### src/rtl/mul_sched_pkg.sv
// Shared constants, id-width helper and tag record for the round-robin
// multiplier scheduler.
package mul_sched_pkg;

   localparam int MUL_LAT  = 2;
   localparam int MAX_ID_W = 4;

   function automatic int id_w(input int nreq);
      return (nreq <= 2) ? 1 : $clog2(nreq);
   endfunction

   // id is sized for the largest supported requester count (16)
   typedef struct packed {
      logic                vld;
      logic [MAX_ID_W-1:0] id;
   } tag_t;

endpackage

### src/rtl/rr_arbiter.sv
// Round-robin arbiter: search starts one past the last winner and wraps.
// Pointer resets to NREQ-1 so requester 0 has first priority.
module rr_arbiter
   import mul_sched_pkg::*;
#(
   parameter  int NREQ = 4,
   localparam int ID_W = id_w(NREQ)
) (
   input  logic            clk,
   input  logic            rst_n,
   input  logic [NREQ-1:0] req,
   output logic [NREQ-1:0] gnt,
   output logic [ID_W-1:0] gnt_id,
   output logic            gnt_any,
   output logic [ID_W-1:0] ptr
);

   int              idx;
   logic [ID_W-1:0] idx_v;

   always_comb begin
      gnt_any = 1'b0;
      gnt_id  = '0;
      idx     = 0;
      idx_v   = '0;
      for (int i = 0; i < NREQ; i++) begin
         idx = int'(ptr) + 1 + i;
         if (idx >= NREQ) idx = idx - NREQ;
         idx_v = ID_W'(idx);
         if (!gnt_any && req[idx_v]) begin
            gnt_any = 1'b1;
            gnt_id  = idx_v;
         end
      end
      // no grants may leak out while the block is held in reset
      if (!rst_n) begin
         gnt_any = 1'b0;
         gnt_id  = '0;
      end
      gnt = gnt_any ? (NREQ'(1) << gnt_id) : '0;
   end

   always_ff @(posedge clk or negedge rst_n) begin
      if (!rst_n)       ptr <= ID_W'(NREQ - 1);
      else if (gnt_any) ptr <= gnt_id;
   end

endmodule

### src/rtl/mul_rr_scheduler.sv
// Shares one registered multiplier among NREQ requesters; a tag pipeline
// of depth LAT returns each product with the id of its requester.
module mul_rr_scheduler
   import mul_sched_pkg::*;
#(
   parameter  int N    = 8,
   parameter  int NREQ = 4,
   parameter  int LAT  = MUL_LAT,
   localparam int ID_W = id_w(NREQ)
) (
   input  logic              clk,
   input  logic              rst_n,
   input  logic [NREQ-1:0]   req_valid,
   output logic [NREQ-1:0]   req_ready,
   input  logic [NREQ*N-1:0] req_a,
   input  logic [NREQ*N-1:0] req_b,
   output logic [N-1:0]      mul_a,
   output logic [N-1:0]      mul_b,
   output logic              mul_en_a,
   output logic              mul_en_b,
   input  logic [2*N-1:0]    mul_p,
   output logic              resp_valid,
   output logic [ID_W-1:0]   resp_id,
   output logic [2*N-1:0]    resp_p,
   output logic              busy
);

   logic [ID_W-1:0] gnt_id;
   logic            gnt_any;
   logic [ID_W-1:0] arb_ptr;
   tag_t            tag_q [LAT];
   logic            unused_bits;

   rr_arbiter #(.NREQ(NREQ)) u_arb (
      .clk     (clk),
      .rst_n   (rst_n),
      .req     (req_valid),
      .gnt     (req_ready),
      .gnt_id  (gnt_id),
      .gnt_any (gnt_any),
      .ptr     (arb_ptr)
   );

   // operands are zeroed when idle; the multiplier holds its own registers
   always_comb begin
      mul_a    = '0;
      mul_b    = '0;
      mul_en_a = gnt_any;
      mul_en_b = gnt_any;
      if (gnt_any) begin
         mul_a = req_a[int'(gnt_id)*N +: N];
         mul_b = req_b[int'(gnt_id)*N +: N];
      end
   end

   always_ff @(posedge clk or negedge rst_n) begin
      if (!rst_n) begin
         for (int k = 0; k < LAT; k++) tag_q[k] <= '0;
      end else begin
         tag_q[0] <= '{vld: gnt_any, id: MAX_ID_W'(gnt_id)};
         for (int k = 1; k < LAT; k++) tag_q[k] <= tag_q[k-1];
      end
   end

   always_comb begin
      busy = gnt_any;
      for (int k = 0; k < LAT; k++) busy = busy | tag_q[k].vld;
   end

   assign resp_valid  = tag_q[LAT-1].vld;
   assign resp_id     = tag_q[LAT-1].id[ID_W-1:0];
   assign resp_p      = mul_p;
   assign unused_bits = ^{arb_ptr, tag_q[LAT-1].id};

endmodule

### config.mk
export PLATFORM = sky130hd
export DESIGN_NAME = mul_rr_scheduler
export DESIGN_NICKNAME = d
export VERILOG_FILES = /design/src/rtl/mul_sched_pkg.sv /design/src/rtl/rr_arbiter.sv /design/src/rtl/mul_rr_scheduler.sv
export SDC_FILE = /design/constraint.sdc
export NUM_CORES = 1
export LEC_CHECK = 0
export ABC_AREA = 1
export ABC_CLOCK_PERIOD_IN_PS = 2400
export BUFFER_PORTS_ARGS = -buffer_cell sky130_fd_sc_hd__buf_2
export CORE_AREA = 5 5 69 71
export DETAILED_ROUTE_END_ITERATION = 10
export DIE_AREA = 0 0 74 76
export GPL_TIMING_DRIVEN = 0
export MAX_ROUTING_LAYER = met4
export PLACE_DENSITY = 0.81
export SYNTH_ARGS = -nofsm -noshare
export SYNTH_HDL_FRONTEND = slang
export SYNTH_SLANG_ARGS = --single-unit
### constraint.sdc
create_clock -name clk -period 2.4 [get_ports clk]
set_input_delay 0.24 -clock clk [delete_from_list [all_inputs] [get_ports clk]]
set_output_delay 0.24 -clock clk [all_outputs]
set_load 0.05 [all_outputs]
==> summary.txt, run 1 <==
STA
  – Worst slew pin tran: 0.447 ns
  – Final Skew: 0.00123 ns
  – Achievable frequency: 366 MHz
  – Max_slew headroom: 0.702
  – Post-route clock period utilization: 1.14
  – Setup violations, final: 21
  – Worst setup margin: -0.330 ns
  – Worst hold slack: 0.0246 ns
  – Post-route minimum period: 2.73 ns
  – Count of pins over their slew limit: 0
  – RSZ-0062 raised after global routing: yes
  – Endpoints failing hold: 0

Critical path
  – R2R setup slack: 0.33 ns
  – Crit path arrival time: 2.49 ns
  – Crit Path Class: reg2out
  – Worst-path fanout max: 6
  – Reg2Reg Depth: 14
  – Max stage delay on crit path: 0.52 ns
  – Startpoint Class: register
  – CP required: 2.16 ns
  – Buf/Inv on CP: 6
  – RR Endpoint: tag_q[6]
  – Most frequent CP cell: nand2_4
  – CP top delay family: buffers and inverters
  – Critical-path top delay cell: dfstp_2
  – Crit path capture type: output pin
  – Reg-to-reg startpoint: u_arb.ptr[0]
  – CP cell instances: buf_6, buf_6, nand2_2, nand2_4, nand2_4, nand2_4, inv_1, nand2_1, nand2_1, nand2_2, nand2_4, buf_4, buf_4, nand3_1, nand3_2, a21oi_4, buf_6

Floorplan
  – Num ports: 128
  – Starting density of the core: 0.379
  – Die Y-Extent: 76 um
  – Die ar.: 5620 sq um
  – FP Rows: 24
  – Core area: 4170 sq um
  – Die width: 74 um

Cells and area
  – Synth-to-Final Area Change: 101%
  – Antenna cells: 0
  – Multi-input logic area: 1270 sq um
  – Register area: 203 sq um
  – Fillers: 304
  – Final net count: 509
  – Commonest non-fill, non-tap cell in the layout: buf_2
  – Most frequent cells in the layout: 89 x buf_2, 55 x inv_1, 43 x nand2_1
  – Layout cells sized above 1: 0.621
  – Final Non-Filler Cells: 474

Placed design
  – GPL Wtd Cong: 0.849
  – Count of input and output buffers: 111
  – Cells after DPL: 434
  – Dpl ws: -0.292 ns
  – Post-DP HPWL: 4150 um

Global routing
  – Gr usage total: 0.217
  – Initial antenna violation count: 0
  – GRT overflow: 0
  – Vias in the first global route: 2234
  – Pin count of the biggest net entering global routing: 13
  – Wire length of the first global-routing pass: 9820 um

Clocking
  – CTS clk-pin slew, worst paths: 0.04 ns
  – Root Driver: clkbuf_8
  – Longest Clk Path Bufs: 2
  – Worst-skew pair later-pin latency: 0.23 ns
  – CTS tree: yes
  – CTS sink cnt: 8
  – H-tree levels: 1
  – CTS buffer count: 3

Route
  – Via count: 2249
  – Routed wire per std cell: 13.6 um
  – Post-Route WL: 6470 um
  – Router iterations before antenna repair: 4
  – Vias per inst: 4.74
  – Routed Antenna Nets: 0
  – Initial DRC Count: 54
  – DRC viols: 0

Status
  – Status: complete, but fails checks
  – Failing checks: negative setup slack

Pwr
  – Total power: 5.77 mW
  – Leak Pwr: 1.78 nW
  – Max VDD drop: 1110 uV
  – PD cells: 1810 nW/um^2

Yosys
  – Mapped Cells: 271
  – Unique cell type count in the Yosys netlist: 25
  – Post-Syn Area: 1580 sq um
  – Post-synthesis net count: 357
  – Register bit count reported by yosys: 8
  – Mean Syn Cell Area: 5.84 sq um
  – Register area share after synthesis: 0.128
  – YS warnings: 0

Min path
  – Worst hold path type: in2async

Job
  – Maxcap violations: 0
## flip-flops by register name (all words and copies together), names as in the netlist
name        cells
tag_q           3
resp_id         2
u_arb.ptr       2
resp_valid      1
## report_power, final
part           total (mW)  leakage, nW  internal [mW]  switching [mW]
registers           0.224       0.0967          0.199          0.0241
logic                5.37         1.66           2.24            3.14
clock network       0.171       0.0228          0.115          0.0554
total                5.77         1.78           2.55            3.22
## layer usage
layer / vias to the layer above / wire length [um] / global-route usage
met5: - / 0 / -
met4: 0 / 110 / 0.0489
met3: 10 / 325 / 0.0237
met2: 81 / 3420 / 0.378
met1: 1025 / 2610 / 0.265
li1: 1133 / - / -
## final cells by class
| class | count | area share |
|---|---|---|
| repair buffers | 146 | 0.334 |
| clock buffers | 4 | 0.0142 |
| multi-input cells | 172 | 0.400 |
| flip-flops and latches | 8 | 0.0637 |
| plain buffers | 32 | 0.0936 |
| inverters | 60 | 0.0747 |
| well taps | 52 | 0.0205 |
## worst max-delay path by stage
| stage | start | slack (ns) | end | depth (start not counted) |
|---|---|---|---|---|
| 6_report | u_arb.ptr[0] | -0.33 | mul_a[7] | 17 |
| 5_1_grt | u_arb.ptr[0] | -0.44 | mul_a[6] | 16 |
| 4_1_cts | u_arb.ptr[0] | -0.34 | mul_a[0] | 17 |
| 3_5_place_dp | u_arb.ptr[0] | -0.29 | mul_a[0] | 15 |
| 3_3_place_gp | u_arb.ptr[0] | -0.27 | mul_a[0] | 15 |
| 2_1_floorplan | u_arb.ptr[0] | -0.15 | req_ready[1] | 14 |
## synthesized netlist by cell type, drive strengths merged
library cell / n / area (sq um)
nand4: 1 / 6.26
nor2: 5 / 35.0
a21oi: 17 / 96.4
nand2: 70 / 305
inv: 60 / 230
clkbuf: 2 / 7.51
nand3b: 17 / 128
dfstp: 2 / 52.6
dfrtp: 6 / 150
a21boi: 1 / 7.51
nand3: 54 / 300
o21ai: 5 / 32.5
buf: 30 / 225
nor3: 1 / 5.00
## cells by family (layout without fill, tap and decap cells)
logic type,Yosys count,count (layout),share of synthesized area
DFF,8,8,0.128
AOI/OAI and AO/OA,23,23,0.0862
and+or+nand+nor,148,149,0.493
buffers and inverters,92,242,0.293
## per-stage QoR
step	TNS, ns	instance area, sq um	util
final	-5.95	3180	0.762
after global routing	-8.20	3180	0.762
after CTS	-6.14	2910	0.697
after detailed placement	-3.49	2310	0.553
after global placement	-3.16	2310	0.553
after floorplan	-1.75	1690	-
## worst register-to-register path: stages, from the launching register on
cell	delay [ns]
dfstp_2	0.52
buf_6	0.14
inv_8	0.05
nand2_2	0.06
nand2_2	0.07
nand2_2	0.09
nand2_4	0.07
nor2_8	0.11
nand2_2	0.08
o21ai_2	0.18
buf_4	0.15
a21oi_4	0.06
buf_6	0.13
buf_6	0.13
buf_6	0.12
## timing repair
item,CTS,global route
endpoints found under the hold margin,6,0
buffers inserted,22,8
endpoints found under the setup margin,23,23
pin swaps,24,25
hold buffers,1,0
cloned,5,0
gates resized for setup,90,51
Note: power is estimated with default switching activity, not from simulation.
==> inputs of run 2 (changes only) <==
Settings changed: ABC_CLOCK_PERIOD_IN_PS 2400 to 2600, BUFFER_PORTS_ARGS -buffer_cell sky130_fd_sc_hd__buf_2 to -buffer_cell sky130_fd_sc_hd__buf_4, GPL_TIMING_DRIVEN 0 to not set.
Clock period 2.4 ns to 2.6 ns, I/O delays scaled along.
==> summary.txt, run 2 (same netlist as run 1, synthesis figures left out) <==
Status
  – Status: complete, but fails checks
  – Failing checks: negative setup slack

Clocking
  – CTS clk-pin slew, worst paths: 0.04 ns
  – Worst-skew pair later-pin latency: 0.23 ns
  – CTS sink cnt: 8
  – Longest Clk Path Bufs: 2
  – CTS buffer count: 3
  – H-tree levels: 1
  – CTS tree: yes
  – Root Driver: clkbuf_8

Placed design
  – Post-DP HPWL: 3830 um
  – GPL Wtd Cong: 0.884
  – DP Area: 2260 sq um
  – Cells after DPL: 389
  – Count of input and output buffers: 95

Cells and area
  – Layout cells sized above 1: 0.544
  – Antenna cells: 0
  – Commonest non-fill, non-tap cell in the layout: buf_4
  – Final instance area: 2820 sq um
  – Final Non-Filler Cells: 416
  – Final net count: 451
  – Synth-to-Final Area Change: 78.3%
  – Biggest register: tag_q
  – Max reg flops: 3
  – Most frequent cells in the layout: 94 x buf_4, 55 x inv_1, 41 x nand2_1

Pwr
  – Leak Pwr: 1.53 nW
  – PD cells: 1700 nW/um^2
  – Total power: 4.80 mW
  – Max VDD drop: 1670 uV

STA
  – Setup violations, final: 18
  – Endpoints failing hold: 0
  – Final Skew: 0.00106 ns
  – Worst hold slack: 0.298 ns
  – Achievable frequency: 355 MHz
  – Post-route clock period utilization: 1.08
  – Max_slew headroom: 0.693
  – RSZ-0062 raised after global routing: yes
  – Worst setup margin: -0.213 ns
  – Final setup TNS: -2.78 ns
  – Worst slew pin tran: 0.460 ns
  – Post-route minimum period: 2.81 ns
  – Count of pins over their slew limit: 0

Route
  – Vias per inst: 5.30
  – Post-Route WL: 6520 um
  – Routed wire per std cell: 15.7 um
  – Initial DRC Count: 190
  – DRC viols: 0
  – Routed Antenna Nets: 0
  – Router iterations before antenna repair: 4
  – Via count: 2205

Critical path
  – Startpoint Class: register
  – Critical-path top delay cell: dfstp_2
  – Crit path arrival time: 2.55 ns
  – CP required: 2.34 ns
  – CP cell instances: inv_6, nand2_1, nand2_2, nand2_4, nand2_4, nor2_8, nand3_4, nand2_2, nand2_2, nand2_4, buf_12, nand2_8, buf_8, nand2_1, nand3_1, a21oi_1, buf_4
  – Max stage delay on crit path: 0.63 ns
  – Worst-path fanout max: 8
  – Crit Path Class: reg2out
  – Crit. path cell count: 17
  – Buf/Inv on CP: 4
  – Crit path capture type: output pin
  – Reg2Reg Depth: 15
  – CP top delay family: simple AND/OR/NAND/NOR gates

Job
  – Maxcap violations: 0

Global routing
  – Vias in the first global route: 2215
  – GRT overflow: 0
  – Initial antenna violation count: 0
  – Wire length of the first global-routing pass: 10300 um
  – Gr usage total: 0.230
  – Pin count of the biggest net entering global routing: 27

Floorplan
  – Core area: 4170 sq um
  – Die ar.: 5620 sq um
  – Die width: 74 um
  – Starting density of the core: 0.379
  – FP Rows: 24
  – Num ports: 128
  – Die Y-Extent: 76 um

Min path
  – Worst hold path type: in2async
-- run 2: worst reg2reg max path, stage by stage (launching register included) --
cell and delay (ns):
dfstp_2 0.63, inv_6 0.08, nand2_1 0.09, nand2_2 0.08, nand2_4 0.09, nand2_4 0.07, nor2_8 0.11, nand3_4 0.10
nand2_2 0.08, nand2_2 0.06, nand2_4 0.09, buf_12 0.12, nand2_8 0.06, buf_8 0.16, buf_4 0.16, o21ai_0 0.10
-- run 2: report_power, final --
part / internal [mW] / switching (mW) / total [mW]
registers: 0.186 / 0.0451 / 0.231
clock network: 0.106 / 0.0502 / 0.157
logic: 1.68 / 2.73 / 4.42
total: 1.97 / 2.83 / 4.80
-- run 2: metal layers --
metal  up-vias  GRT usage  part of all wire
met5         -          -                 0
met4         0     0.0688             0.020
met3        16     0.0277             0.064
met2       110      0.382              0.54
met1      1059      0.288              0.37
li1       1020          -                 -
-- run 2: repair_timing --
action                                 4_1_cts  5_1_grt
pin swaps                                    3        7
setup endpoints to repair                   16       21
buffers inserted                            15        2
endpoints found under the hold margin        6        0
cloned                                       4        1
gates resized for setup                     51       28
hold buffers                                 1        0
-- run 2: path summary, 6_finish.rpt --
kind	start	end	slack [ns]
setup / recovery	u_arb.ptr[0]	mul_a[7]	-0.21
hold / removal	rst_n	u_arb.ptr[0]	0.30
setup reg to reg	u_arb.ptr[0]	u_arb.ptr[0]	0.44
hold reg to reg	tag_q[6]	resp_id[1]	0.34
max in group asynchronous	rst_n	resp_id[0]	1.57
min in group clk	tag_q[6]	resp_id[1]	0.34
-- run 2: area by class of cell --
class | count | area (sq um)
sequential | 8 | 203
clock buffer | 4 | 45.0
multi-input combinational | 175 | 1260
fill | 317 | 1350
inverter | 60 | 233
timing repair buffer | 117 | 1010
tap | 52 | 65.1
-- run 2: metrics by stage --
step            util  setup WS, ns
2_1_floorplan      -        -0.166
3_3_place_gp   0.541        0.0630
3_5_place_dp   0.541      -0.00125
4_1_cts        0.643       -0.0645
5_1_grt        0.676        -0.302
6_report       0.676        -0.213
==> inputs of run 3 (changes only) <==
Settings changed: ABC_AREA 1 to not set, CAP_MARGIN set to 20, CORE_AREA 5 5 69 71 to 5 5 64 66, DIE_AREA 0 0 74 76 to 0 0 69 71, PLACE_DENSITY 0.81 to 0.79.
==> summary.txt, run 3 <==
Status
  – Status: finished clean

Critical path
  – Startpoint Class: register
  – CP required: 2.34 ns
  – Worst-path fanout max: 21
  – Crit path capture type: output pin
  – Crit Path Class: reg2out
  – Crit path arrival time: 2.15 ns

Cells and area
  – Commonest non-fill, non-tap cell in the layout: buf_4
  – Register area: 203 sq um
  – Multi-input logic area: 698 sq um
  – Antenna cells: 0
  – Layout cells sized above 1: 0.626
  – Final Non-Filler Cells: 238
  – Most frequent cells in the layout: 96 x buf_4, 32 x mux2i_1, 10 x o22ai_2
  – Fillers: 353
  – Max reg flops: 3
  – Synth-to-Final Area Change: 55.8%
  – Util after Layout: 0.498
  – Final net count: 277
  – Biggest register: tag_q

Min path
  – Worst hold path type: reg2reg

STA
  – Achievable frequency: 414 MHz
  – Final Skew: 0.00629 ns
  – Count of pins over their slew limit: 0
  – Endpoints failing hold: 0
  – Setup violations, final: 0
  – Final setup TNS: 0 ns
  – Max_slew headroom: 0.746
  – Post-route minimum period: 2.41 ns
  – Post-route clock period utilization: 0.929
  – Worst slew pin tran: 0.381 ns
  – Worst setup margin: 0.186 ns
  – RSZ-0062 raised after global routing: no

Yosys
  – Most instantiated library cell after synthesis: mux2i_1
  – YS warnings: 0
  – Post-Syn Area: 1120 sq um
  – Synth Flop Type: dfrtp_1
  – Dominant cells by area after synthesis: mux2i_1 28%, buf_4 13%, dfrtp_1 13%
  – Ys async rst share: 1.00
  – EDFF count, synth: 0
  – Unique cell type count in the Yosys netlist: 31
  – Yosys top cell by area: mux2i_1
  – Post-synth top area share: 0.285
  – Post-synthesis net count: 200
  – Post-synth top cells: 32 x mux2i_1, 20 x buf_4, 10 x o22ai_2
  – Mapped Cells: 114
  – Register area share after synthesis: 0.180
  – Register bit count reported by yosys: 8
  – Mean Syn Cell Area: 9.87 sq um

Route
  – Routed wire per std cell: 13.7 um
  – DRC viols: 0
  – Routed Antenna Nets: 0
  – Via count: 1107
  – Vias per inst: 4.65
  – Router iterations before antenna repair: 2
  – Post-Route WL: 3270 um
  – Initial DRC Count: 51
  – Wire length on met2: 1690 um
  – Highest routed layer: met4
  – Met3 wire length: 300 um
  – Met1 wire length: 1260 um

Clocking
  – Post-CTS Setup Bufs: 0
  – CTS tree: yes
  – Longest Clk Path Bufs: 2
  – Root Driver: clkbuf_4
  – CTS clk-pin slew, worst paths: 0.06 ns
  – CTS sink cnt: 8
  – H-tree levels: 1
  – CTS buffer count: 3
  – Worst-skew pair later-pin latency: 0.26 ns

Floorplan
  – Die width: 69 um
  – Starting density of the core: 0.319
  – Die Y-Extent: 71 um
  – Num ports: 128
  – FP Rows: 22
  – Die ar.: 4900 sq um
  – Core area: 3520 sq um

Placed design
  – Count of input and output buffers: 95
  – Post-DP HPWL: 2610 um
  – GPL Wtd Cong: 0.759
  – Dpl ws: 0.455 ns
  – Cells after DPL: 233

Pwr
  – PD cells: 703 nW/um^2
  – Leak Pwr: 0.892 nW
  – Max VDD drop: 379 uV

Global routing
  – Gr usage total: 0.126
  – Vias in the first global route: 1079
  – GRT overflow: 0
  – Wire length of the first global-routing pass: 5010 um
  – Pin count of the biggest net entering global routing: 38
  – Initial antenna violation count: 0

Job
  – Maxcap violations: 0
-- run 3: power by group --
| group | switching [mW] | leakage (nW) | internal [mW] | total [mW] |
|---|---|---|---|---|
| Combinational | 0.581 | 0.781 | 0.374 | 0.955 |
| Sequential | 0.0170 | 0.0959 | 0.154 | 0.171 |
| Clock | 0.0475 | 0.0150 | 0.0590 | 0.107 |
-- run 3: worst paths after layout --
| kind | from | to | slack, ns | cells past startpoint |
|---|---|---|---|---|
| max | u_arb.ptr[1] | req_ready[2] | 0.19 | 7 |
| min | tag_q[5] | resp_id[0] | 0.35 | 0 |
| max reg2reg | u_arb.ptr[1] | tag_q[6] | 0.93 | 5 |
| min reg2reg | tag_q[5] | resp_id[0] | 0.35 | 0 |
| max in group asynchronous | rst_n | u_arb.ptr[0] | 2.01 | 2 |
| min in group asynchronous | rst_n | tag_q[6] | 0.36 | 2 |
-- run 3: layout make-up --
cell class,count,area share
Clock buffer,4,0.0150
Multi-Input combinational cell,76,0.398
Sequential cell,8,0.116
Inverter,4,0.00857
Timing Repair Buffer,98,0.428
Tap cell,48,0.0343
-- run 3: per-stage QoR --
step | cell area [sq um] | power, mW | hold WS [ns]
after CTS | 1750 | 1.25 | 0.353
final | 1750 | 1.23 | 0.348
after floorplan | 1120 | 0.959 | -0.0356
after detailed placement | 1720 | 1.13 | 0.0994
after global placement | 1720 | 1.13 | 0.0997
after global routing | 1750 | 1.30 | 0.351
-- run 3: kinds of logic after synthesis --
group	synth area share
compound gates	0.229
flops	0.180
simple gates	0.0968
mux	0.285
buf+inv	0.209
-- run 3: repair_timing --
action                                  in CTS  in global routing
hold endpoints to repair                     6                  0
gates resized for setup                      0                  0
endpoints found under the setup margin       0                  0
hold buffers                                 1                  0
-- run 3: critical path, cell delays in order, from the launching register on --
cell and delay [ns]:
dfstp_2 0.55, nand2b_1 0.12, a21oi_1 0.11, o311ai_4 0.32
buf_4 0.35, inv_1 0.10, and2_1 0.16, buf_4 0.18
-- run 3: routing by layer --
metal | track usage | up-vias
met5 | - | -
met4 | 0.0304 | 0
met3 | 0.0483 | 4
met2 | 0.216 | 60
met1 | 0.136 | 489
li1 | - | 554
